### config.mk
export PLATFORM = sky130hd
export DESIGN_NAME = fab_apb_arbiter
export DESIGN_NICKNAME = d
export VERILOG_FILES = /design/src/rtl/fab_apb_arbiter.sv
export SDC_FILE = /design/constraint.sdc
export NUM_CORES = 1
export LEC_CHECK = 0
export ABC_AREA = 0
export CAP_MARGIN = 20
export CORE_AREA = 2 2 116 118
export DETAILED_ROUTE_END_ITERATION = 7
export DIE_AREA = 0 0 118 120
export DONT_BUFFER_PORTS = 1
export SLEW_MARGIN = 20
export SYNTH_ARGS = -nofsm -noshare
export SYNTH_HDL_FRONTEND = slang
export SYNTH_SLANG_ARGS = --single-unit
### constraint.sdc
create_clock -name FAB_CLK -period 3.35 [get_ports FAB_CLK]
set_input_delay 0.5025 -clock FAB_CLK [delete_from_list [all_inputs] [get_ports FAB_CLK]]
set_output_delay 0.5025 -clock FAB_CLK [all_outputs]
set_load 0.02 [all_outputs]
### src/rtl/fab_apb_arbiter.sv
// fab_apb_arbiter
// Two-requester round-robin arbiter driving a single APB master port toward
// the MSS fabric slave. Each transfer walks IDLE -> SETUP -> ACCESS -> DONE;
// the granted requester sees a one-cycle DONEn pulse with RDATAn/ERRn, which
// then hold until that requester's next completion.
// Optional feature: define FAB_APB_TIMEOUT_EN to abort an ACCESS phase after
// TIMEOUT cycles without FABPREADY (completes with ERRn=1, RDATAn=0).
// All outputs are registered; reset is synchronous, active-low.

module fab_apb_arbiter #(
   parameter int unsigned TIMEOUT = 32'd255
) (
   input  logic        FAB_CLK,
   input  logic        M2FRESETn,
   input  logic        REQ0,
   input  logic        REQ1,
   input  logic        WR0,
   input  logic        WR1,
   input  logic [31:0] ADDR0,
   input  logic [31:0] ADDR1,
   input  logic [31:0] WDATA0,
   input  logic [31:0] WDATA1,
   output logic        DONE0,
   output logic        DONE1,
   output logic [31:0] RDATA0,
   output logic [31:0] RDATA1,
   output logic        ERR0,
   output logic        ERR1,
   output logic [31:0] FABPADDR,
   output logic [31:0] FABPWDATA,
   output logic        FABPWRITE,
   output logic        FABPSEL,
   output logic        FABPENABLE,
   input  logic [31:0] FABPRDATA,
   input  logic        FABPREADY,
   input  logic        FABPSLVERR
);

   typedef enum logic [1:0] {
      ST_IDLE   = 2'd0,
      ST_SETUP  = 2'd1,
      ST_ACCESS = 2'd2,
      ST_DONE   = 2'd3
   } state_t;

   state_t      state_r,      state_nxt_s;
   logic        grant_r,      grant_nxt_s;
   logic        last_grant_r, last_grant_nxt_s;
   logic [31:0] paddr_r,      paddr_nxt_s;
   logic [31:0] pwdata_r,     pwdata_nxt_s;
   logic        pwrite_r,     pwrite_nxt_s;
   logic        psel_r,       psel_nxt_s;
   logic        penable_r,    penable_nxt_s;
   logic        done0_r,      done0_nxt_s;
   logic        done1_r,      done1_nxt_s;
   logic [31:0] rdata0_r,     rdata0_nxt_s;
   logic [31:0] rdata1_r,     rdata1_nxt_s;
   logic        err0_r,       err0_nxt_s;
   logic        err1_r,       err1_nxt_s;

   logic        pick_s;
   logic        finish_s;
   logic [31:0] rsp_rdata_s;
   logic        rsp_err_s;
   logic        timeout_hit_s;

   // Elaboration guard: an out-of-range TIMEOUT (outside 1..65535) opens this
   // empty, visibly named scope in the hierarchy so a bad override is easy to spot.
   if ((TIMEOUT < 32'd1) || (TIMEOUT > 32'd65535)) begin : g_timeout_out_of_range
   end

`ifdef FAB_APB_TIMEOUT_EN
   localparam logic [16:0] TIMEOUT_C = 17'(TIMEOUT);

   logic [15:0] to_cnt_r;

   assign timeout_hit_s = (state_r == ST_ACCESS) && !FABPREADY &&
                          (({1'b0, to_cnt_r} + 17'd1) == TIMEOUT_C);

   // Counts ACCESS cycles without FABPREADY; cleared whenever ACCESS is left.
   always_ff @(posedge FAB_CLK) begin
      if (!M2FRESETn) begin
         to_cnt_r <= 16'd0;
      end else if ((state_r == ST_ACCESS) && !FABPREADY && !timeout_hit_s) begin
         to_cnt_r <= to_cnt_r + 16'd1;
      end else begin
         to_cnt_r <= 16'd0;
      end
   end
`else
   assign timeout_hit_s = 1'b0;
`endif

   // Round-robin pick: on a tie the requester not served last wins.
   always_comb begin
      pick_s = 1'b0;
      if (REQ0 && REQ1) begin
         pick_s = ~last_grant_r;
      end else if (REQ1) begin
         pick_s = 1'b1;
      end else begin
         pick_s = 1'b0;
      end
   end

   // Completion response of the ACCESS phase (slave answer or timeout abort).
   always_comb begin
      finish_s    = 1'b0;
      rsp_rdata_s = 32'd0;
      rsp_err_s   = 1'b0;
      if (FABPREADY) begin
         finish_s    = 1'b1;
         rsp_rdata_s = pwrite_r ? 32'd0 : FABPRDATA;
         rsp_err_s   = FABPSLVERR;
      end else if (timeout_hit_s) begin
         finish_s    = 1'b1;
         rsp_rdata_s = 32'd0;
         rsp_err_s   = 1'b1;
      end else begin
         finish_s    = 1'b0;
      end
   end

   // Next-state and next-output logic of the transfer FSM.
   always_comb begin
      state_nxt_s      = state_r;
      grant_nxt_s      = grant_r;
      last_grant_nxt_s = last_grant_r;
      paddr_nxt_s      = paddr_r;
      pwdata_nxt_s     = pwdata_r;
      pwrite_nxt_s     = pwrite_r;
      psel_nxt_s       = psel_r;
      penable_nxt_s    = penable_r;
      done0_nxt_s      = 1'b0;
      done1_nxt_s      = 1'b0;
      rdata0_nxt_s     = rdata0_r;
      rdata1_nxt_s     = rdata1_r;
      err0_nxt_s       = err0_r;
      err1_nxt_s       = err1_r;

      case (state_r)
         ST_IDLE: begin
            if (REQ0 || REQ1) begin
               grant_nxt_s      = pick_s;
               last_grant_nxt_s = pick_s;
               paddr_nxt_s      = pick_s ? ADDR1  : ADDR0;
               pwdata_nxt_s     = pick_s ? WDATA1 : WDATA0;
               pwrite_nxt_s     = pick_s ? WR1    : WR0;
               psel_nxt_s       = 1'b1;
               penable_nxt_s    = 1'b0;
               state_nxt_s      = ST_SETUP;
            end else begin
               psel_nxt_s       = 1'b0;
               penable_nxt_s    = 1'b0;
            end
         end

         ST_SETUP: begin
            psel_nxt_s    = 1'b1;
            penable_nxt_s = 1'b1;
            state_nxt_s   = ST_ACCESS;
         end

         ST_ACCESS: begin
            if (finish_s) begin
               psel_nxt_s    = 1'b0;
               penable_nxt_s = 1'b0;
               state_nxt_s   = ST_DONE;
               if (grant_r) begin
                  done1_nxt_s  = 1'b1;
                  rdata1_nxt_s = rsp_rdata_s;
                  err1_nxt_s   = rsp_err_s;
               end else begin
                  done0_nxt_s  = 1'b1;
                  rdata0_nxt_s = rsp_rdata_s;
                  err0_nxt_s   = rsp_err_s;
               end
            end else begin
               psel_nxt_s    = 1'b1;
               penable_nxt_s = 1'b1;
            end
         end

         ST_DONE: begin
            // Requests seen here are ignored; a held REQn restarts from IDLE.
            psel_nxt_s    = 1'b0;
            penable_nxt_s = 1'b0;
            state_nxt_s   = ST_IDLE;
         end

         default: begin
            psel_nxt_s    = 1'b0;
            penable_nxt_s = 1'b0;
            state_nxt_s   = ST_IDLE;
         end
      endcase
   end

   // State and output registers; reset aborts any transfer in flight.
   always_ff @(posedge FAB_CLK) begin
      if (!M2FRESETn) begin
         state_r      <= ST_IDLE;
         grant_r      <= 1'b0;
         last_grant_r <= 1'b1;
         paddr_r      <= 32'd0;
         pwdata_r     <= 32'd0;
         pwrite_r     <= 1'b0;
         psel_r       <= 1'b0;
         penable_r    <= 1'b0;
         done0_r      <= 1'b0;
         done1_r      <= 1'b0;
         rdata0_r     <= 32'd0;
         rdata1_r     <= 32'd0;
         err0_r       <= 1'b0;
         err1_r       <= 1'b0;
      end else begin
         state_r      <= state_nxt_s;
         grant_r      <= grant_nxt_s;
         last_grant_r <= last_grant_nxt_s;
         paddr_r      <= paddr_nxt_s;
         pwdata_r     <= pwdata_nxt_s;
         pwrite_r     <= pwrite_nxt_s;
         psel_r       <= psel_nxt_s;
         penable_r    <= penable_nxt_s;
         done0_r      <= done0_nxt_s;
         done1_r      <= done1_nxt_s;
         rdata0_r     <= rdata0_nxt_s;
         rdata1_r     <= rdata1_nxt_s;
         err0_r       <= err0_nxt_s;
         err1_r       <= err1_nxt_s;
      end
   end

   assign FABPADDR   = paddr_r;
   assign FABPWDATA  = pwdata_r;
   assign FABPWRITE  = pwrite_r;
   assign FABPSEL    = psel_r;
   assign FABPENABLE = penable_r;
   assign DONE0      = done0_r;
   assign DONE1      = done1_r;
   assign RDATA0     = rdata0_r;
   assign RDATA1     = rdata1_r;
   assign ERR0       = err0_r;
   assign ERR1       = err1_r;

endmodule

==> flow_summary.yaml, run 1 <==
status:
  status: "complete, no violations"
critical_path:
  worstPathRequired_ns: 3.69
  crit_fanout: 65
  critPathArrivalTime_ns: 2.57
  start_kind: "register"
  crit_type: "reg2reg"
  cp-end-kind: "register"
sta:
  finalClockSkew_ns: 0.00696
  slew_viol_final: 0
  worst_pin_slew_ns: 1.09
  period_minus_slack_ns: 2.23
  setup_violations: 0
  rsz0062_at_grt: "false"
  maxSlewHeadroom: 0.272
  final.setup.tns_ns: 0
  clock.fmax_ghz: 0.448
  finalHoldViolCount: 0
  post-route-period-util: 0.666
job:
  cap_violations: 0
clock_network:
  cts_buffer_depth: 2
  clock_latency_ns: 0.41
  cts.clk_slew.worst_paths_ns: 0.06
  ctsHoldBuffers: 0
  post_cts_buffers: 0
  cts.sinks: 139
  ctsResizeCount: 0
  cts-root-buf: "clkbuf_16"
  cts_tree: "built"
  cts_buffers: 17
  cts_max_level: 4
synth:
  synth_fp_nets: 867
  netlist.area_leader.share: 0.493
  yosys.area.top_type: "dfxtp_1"
  synth-simple-area-share: 0.159
  syn_inst: 695
  synth-seq-cells: 139
  syn_area_per_cell_um2: 8.12
  synth_top_family_by_area: "compound AO/OA/AOI/OAI gates"
  synthesis.area_mm2: 0.00564
  ys_types: 26
  synth_compound_area_frac: 0.278
  synthMuxAreaShare: 0.00355
  synthAdderAreaFrac: 0.00887
  yosysWarnings: 0
  synthTopCellsByArea: "dfxtp_1, a21oi_1, nand2_1, a21boi_0, nand3_1"
  synthXorXnorAreaFrac: 0
  ys_seq_area_frac: 0.493
pwr:
  comb_power_share: 0.201
  clock_power_share: 0.318
  p_sw_mw: 2.00
  swShare: 0.372
  internal_power_mw: 3.37
  p_seq_frac: 0.480
  p_per_area_mw_per_mm2: 870
  vdd_drop_max_v: 0.000407
  leakage_nw: 2.23
finish:
  nets: 830
  final_core_util: 0.475
  antennaDiodeCount: 0
  layout_commonest_cell: "dfxtp_1"
  num-fill-cells: 1259
  final_layout_size_suffix_gt1_frac: 0.0581
  regArea_mm2: 0.00278
  layout_common_cells: "dfxtp_1, nand2_1, a21oi_1, a21boi_0, nand3_1"
  syn_to_final_growth_pct: 9.29
  multiInputGateArea_mm2: 0.00257
global_route:
  antenna_found_initial: 0
  track_usage: 0.215
  grt_pass1_vias: 4616
  grt_max_degree: 141
  overflow: 0
  grt_pass1_wl_um: 24300
floorplanning:
  fp.dieW_um: 118
  core_area_mm2: 0.0130
  io_pins: 303
  rows: 42
  die_area_mm2: 0.0142
  start_util: 0.435
  die_h_um: 120
placed_design:
  place.gp.congestion: 0.769
  io_buffers: 0
  hpwl_um: 10500
routing:
  first_pass_iters: 5
  routed_via_density: 5.72
  drtAntennaViolNets: 0
  first_iter_violations: 361
  drcViolationCount: 0
  vias: 4847
  wl_um: 15700
  detail_route.wl_per_cell_um: 18.5
hold_path:
  hold_class: "in2reg"
==> cell type report <==
class	count	share of cell area
Multi-Input combinational cell	490	0.416
Clock inverter	8	0.0114
Tap cell	176	0.0357
Clock buffer	24	0.0748
Inverter	2	0.00122
Sequential cell	139	0.451
Timing Repair Buffer	8	0.00974
==> worst max-delay path, stage by stage (launching register included) <==
cell     delay (ns)
dfxtp_1        0.34
inv_1          0.12
ha_1           0.33
o21a_2         0.89
o21ai_0        0.23
a21oi_1        0.19
==> registers in the layout, summed over array words and instances, names as in the netlist, 2 cells and up <==
signal and cells:
RDATA0 32, RDATA1 32, FABPADDR 32, state_r 2
FABPWDATA 32
==> worst paths after layout <==
path / from / endpoint / slack, ns / cells past startpoint
max: state_r[0] / FABPWDATA[22] / 1.12 / 5
min: WDATA0[16] / FABPWDATA[16] / 0.22 / 2
max reg2reg: state_r[0] / FABPWDATA[22] / 1.12 / 5
min reg2reg: state_r[1] / state_r[1] / 0.52 / 2
==> cell usage after synthesis <==
cell type / instances
o21a_1: 2
ha_1: 4
o21ai_0: 58
o211a_1: 1
a21oi_1: 132
clkbuf_1: 23
a21bo_2: 1
buf_6: 4
and2_1: 2
nand3_1: 65
o21ai_1: 10
nand2_1: 135
mux2i_1: 2
and3b_1: 1
inv_1: 2
and3_1: 2
nand3b_1: 1
a22oi_1: 1
nor2_1: 1
nor2b_1: 3
buf_4: 2
a21boi_2: 1
a211o_1: 1
a21boi_0: 67
dfxtp_1: 139
buf_2: 35
==> layer usage <==
| metal | global-route usage | wire length, um | up-vias |
|---|---|---|---|
| met4 | 0.0708 | 281 | 0 |
| met3 | 0.0932 | 1630 | 26 |
| met2 | 0.364 | 7780 | 265 |
| met1 | 0.243 | 5970 | 2235 |
| met5 | 0 | 0 | - |
| li1 | - | - | 2321 |
==> through the flow <==
| stage | power (mW) | area (um2) | worst slack, ns | cells | hold slack (ns) |
|---|---|---|---|---|---|
| after floorplan | 3.45 | 5640 | 1.93 | 695 | 0.477 |
| after global placement | 3.64 | 5630 | 1.31 | 815 | 0.491 |
| after detailed placement | 3.69 | 5640 | 1.18 | 815 | 0.517 |
| after CTS | 5.40 | 6170 | 1.17 | 847 | 0.191 |
| after global routing | 5.67 | 6170 | 0.901 | 847 | 0.199 |
| final | 5.37 | 6170 | 1.12 | 847 | 0.217 |
==> kinds of logic (layout without fill, tap and decap cells) <==
logic type      Yosys count  count (layout)
mux                       2               2
buf+inv                  66              42
flops                   139             139
compound gates          274             274
fa+ha+maj                 4               4
simple gates            210             210
==> power groups by stage <==
stage / logic (mW) / registers (mW) / clock network, mW
floorplan: 0.928 / 2.52 / 0
global placement: 1.03 / 2.61 / 0
detailed placement: 1.08 / 2.61 / 0
CTS: 1.08 / 2.58 / 1.74
global route: 1.24 / 2.61 / 1.82
finish: 1.08 / 2.58 / 1.71
Power figures use the tool's default switching activity.
==> run 2, diff against run 1 <==
==> constraint.sdc (replaced) <==
create_clock -name FAB_CLK -period 2.2 [get_ports FAB_CLK]
set_input_delay 0.33 -clock FAB_CLK [delete_from_list [all_inputs] [get_ports FAB_CLK]]
set_output_delay 0.33 -clock FAB_CLK [all_outputs]
set_load 0.02 [all_outputs]
==> run 2 against run 1 <==
Non-clock buffer count increased by 2. Final cell count is the same. Maximum frequency increased by 22%. Die area unchanged. Critical path type unchanged. Largest cell class unchanged. Largest power group unchanged.
==> flow_summary.yaml, run 2 (synthesis gave the netlist of run 1 again) <==
status:
  status: "complete, no violations"
sta:
  slew_viol_final: 0
  post-route-period-util: 0.829
  worst_slack_ns: 0.376
  clock.fmax_ghz: 0.548
  period_minus_slack_ns: 1.82
  worst_pin_slew_ns: 0.981
  finalClockSkew_ns: 0.00763
  maxSlewHeadroom: 0.343
  hold_ws_ns: 0.0421
  setup_violations: 0
  finalHoldViolCount: 0
  rsz0062_at_grt: "false"
  final.setup.tns_ns: 0
routing:
  drtAntennaViolNets: 0
  routed_via_density: 5.70
  first_pass_iters: 5
  first_iter_violations: 375
  vias: 4827
  detail_route.wl_per_cell_um: 18.5
  wl_um: 15700
  drcViolationCount: 0
clock_network:
  clock_latency_ns: 0.41
  cts-root-buf: "clkbuf_16"
  cts.sinks: 139
  ctsResizeCount: 0
  cts.clk_slew.worst_paths_ns: 0.06
  cts_buffers: 17
  cts_buffer_depth: 2
  cts_tree: "built"
  ctsHoldBuffers: 0
  post_cts_buffers: 0
  cts_max_level: 4
pwr:
  clock_power_share: 0.341
  p_per_area_mw_per_mm2: 1360
  internal_power_mw: 5.56
  comb_power_share: 0.204
  total_power_mw: 8.63
  swShare: 0.356
  p_seq_frac: 0.455
  leakage_nw: 2.31
  p_sw_mw: 3.07
  vdd_drop_max_v: 0.000909
critical_path:
  critical-path-top-delay-family: "compound AO/OA/AOI/OAI gates"
  cp_num_buf_inv: 2
  crit_type: "reg2reg"
  slowest_stage: "o21a_2"
  crit_fanout: 48
  start_kind: "register"
  critPathArrivalTime_ns: 2.17
  crit_chain: "inv_1 > ha_1 > o21a_2 > buf_12 > o21ai_0 > a21oi_1"
  slowest_delay_ns: 0.41
  worstPathRequired_ns: 2.55
  cp-end-kind: "register"
floorplanning:
  rows: 42
  start_util: 0.435
  fp.dieW_um: 118
  die_area_mm2: 0.0142
  io_pins: 303
  core_area_mm2: 0.0130
  die_h_um: 120
finish:
  final_layout_size_suffix_gt1_frac: 0.0656
  syn_to_final_growth_pct: 12.2
  layout_common_cells: "dfxtp_1, nand2_1, a21oi_1, a21boi_0, nand3_1"
  fin_cells: 847
  layout_commonest_cell: "dfxtp_1"
  antennaDiodeCount: 0
  nets: 832
  final_core_util: 0.488
  postLayoutCellArea_mm2: 0.00633
global_route:
  track_usage: 0.219
  grt_pass1_wl_um: 24600
  overflow: 0
  grt_max_degree: 141
  grt_pass1_vias: 4839
  antenna_found_initial: 0
placed_design:
  placed_cell_area_mm2: 0.00572
  io_buffers: 0
  placed_cells: 817
  place.gp.congestion: 0.766
  hpwl_um: 10500
  dpl_worst_slack_ns: 0.412
hold_path:
  hold_class: "in2reg"
job:
  cap_violations: 0
## run 2: cell types whose count changed in the layout (fill, tap and decap cells not counted)
cell	before	now
clkbuf_1	6	1
a21bo_2	0	1
buf_12	0	6
clkinv_2	5	3
a21bo_4	1	0
clkinvlp_4	2	1
clkbuf_8	1	5
buf_4	8	4
bufinv_16	1	3
## run 2: path summary, 6_finish.rpt
kind	from	end	slack [ns]	cells after the start
setup / recovery	state_r[1]	FABPWDATA[19]	0.38	6
hold / removal	M2FRESETn	last_grant_r	0.04	1
setup reg to reg	state_r[1]	FABPWDATA[19]	0.38	6
hold reg to reg	state_r[1]	state_r[1]	0.54	2
## run 2: layer usage
| layer | part of all wire | vias up | global-route usage |
|---|---|---|---|
| met2 | 0.50 | 244 | 0.367 |
| met3 | 0.11 | 26 | 0.0903 |
| met5 | 0 | - | 0 |
| met1 | 0.37 | 2244 | 0.241 |
| met4 | 0.025 | 0 | 0.103 |
| li1 | - | 2313 | - |
## run 2: cell type report
class | count | area [um2]
fillers | 1270 | 6650
flip-flops and latches | 139 | 2780
multi-input cells | 490 | 2560
clock buffers | 23 | 498
well taps | 176 | 220
repair buffers | 10 | 150
clock inverters | 7 | 113
inverters | 2 | 7.51
## run 2: worst register-to-register path: cells and delay by family (launching register included)
| family | cells | cell delay [ns] |
|---|---|---|
| AO/OA/AOI/OAI | 3 | 0.70 |
| adder cells (fa/ha/maj) | 1 | 0.33 |
| buffers and inverters | 2 | 0.38 |
| flip-flops | 1 | 0.35 |
## run 2: power groups by stage
stage	combinational, mW	clock, mW	sequential (mW)
after floorplan	1.41	0	3.83
after global placement	1.66	0	3.98
after detailed placement	1.75	0	3.97
after CTS	1.75	2.99	3.93
after global routing	2.00	3.11	3.98
final	1.76	2.94	3.92
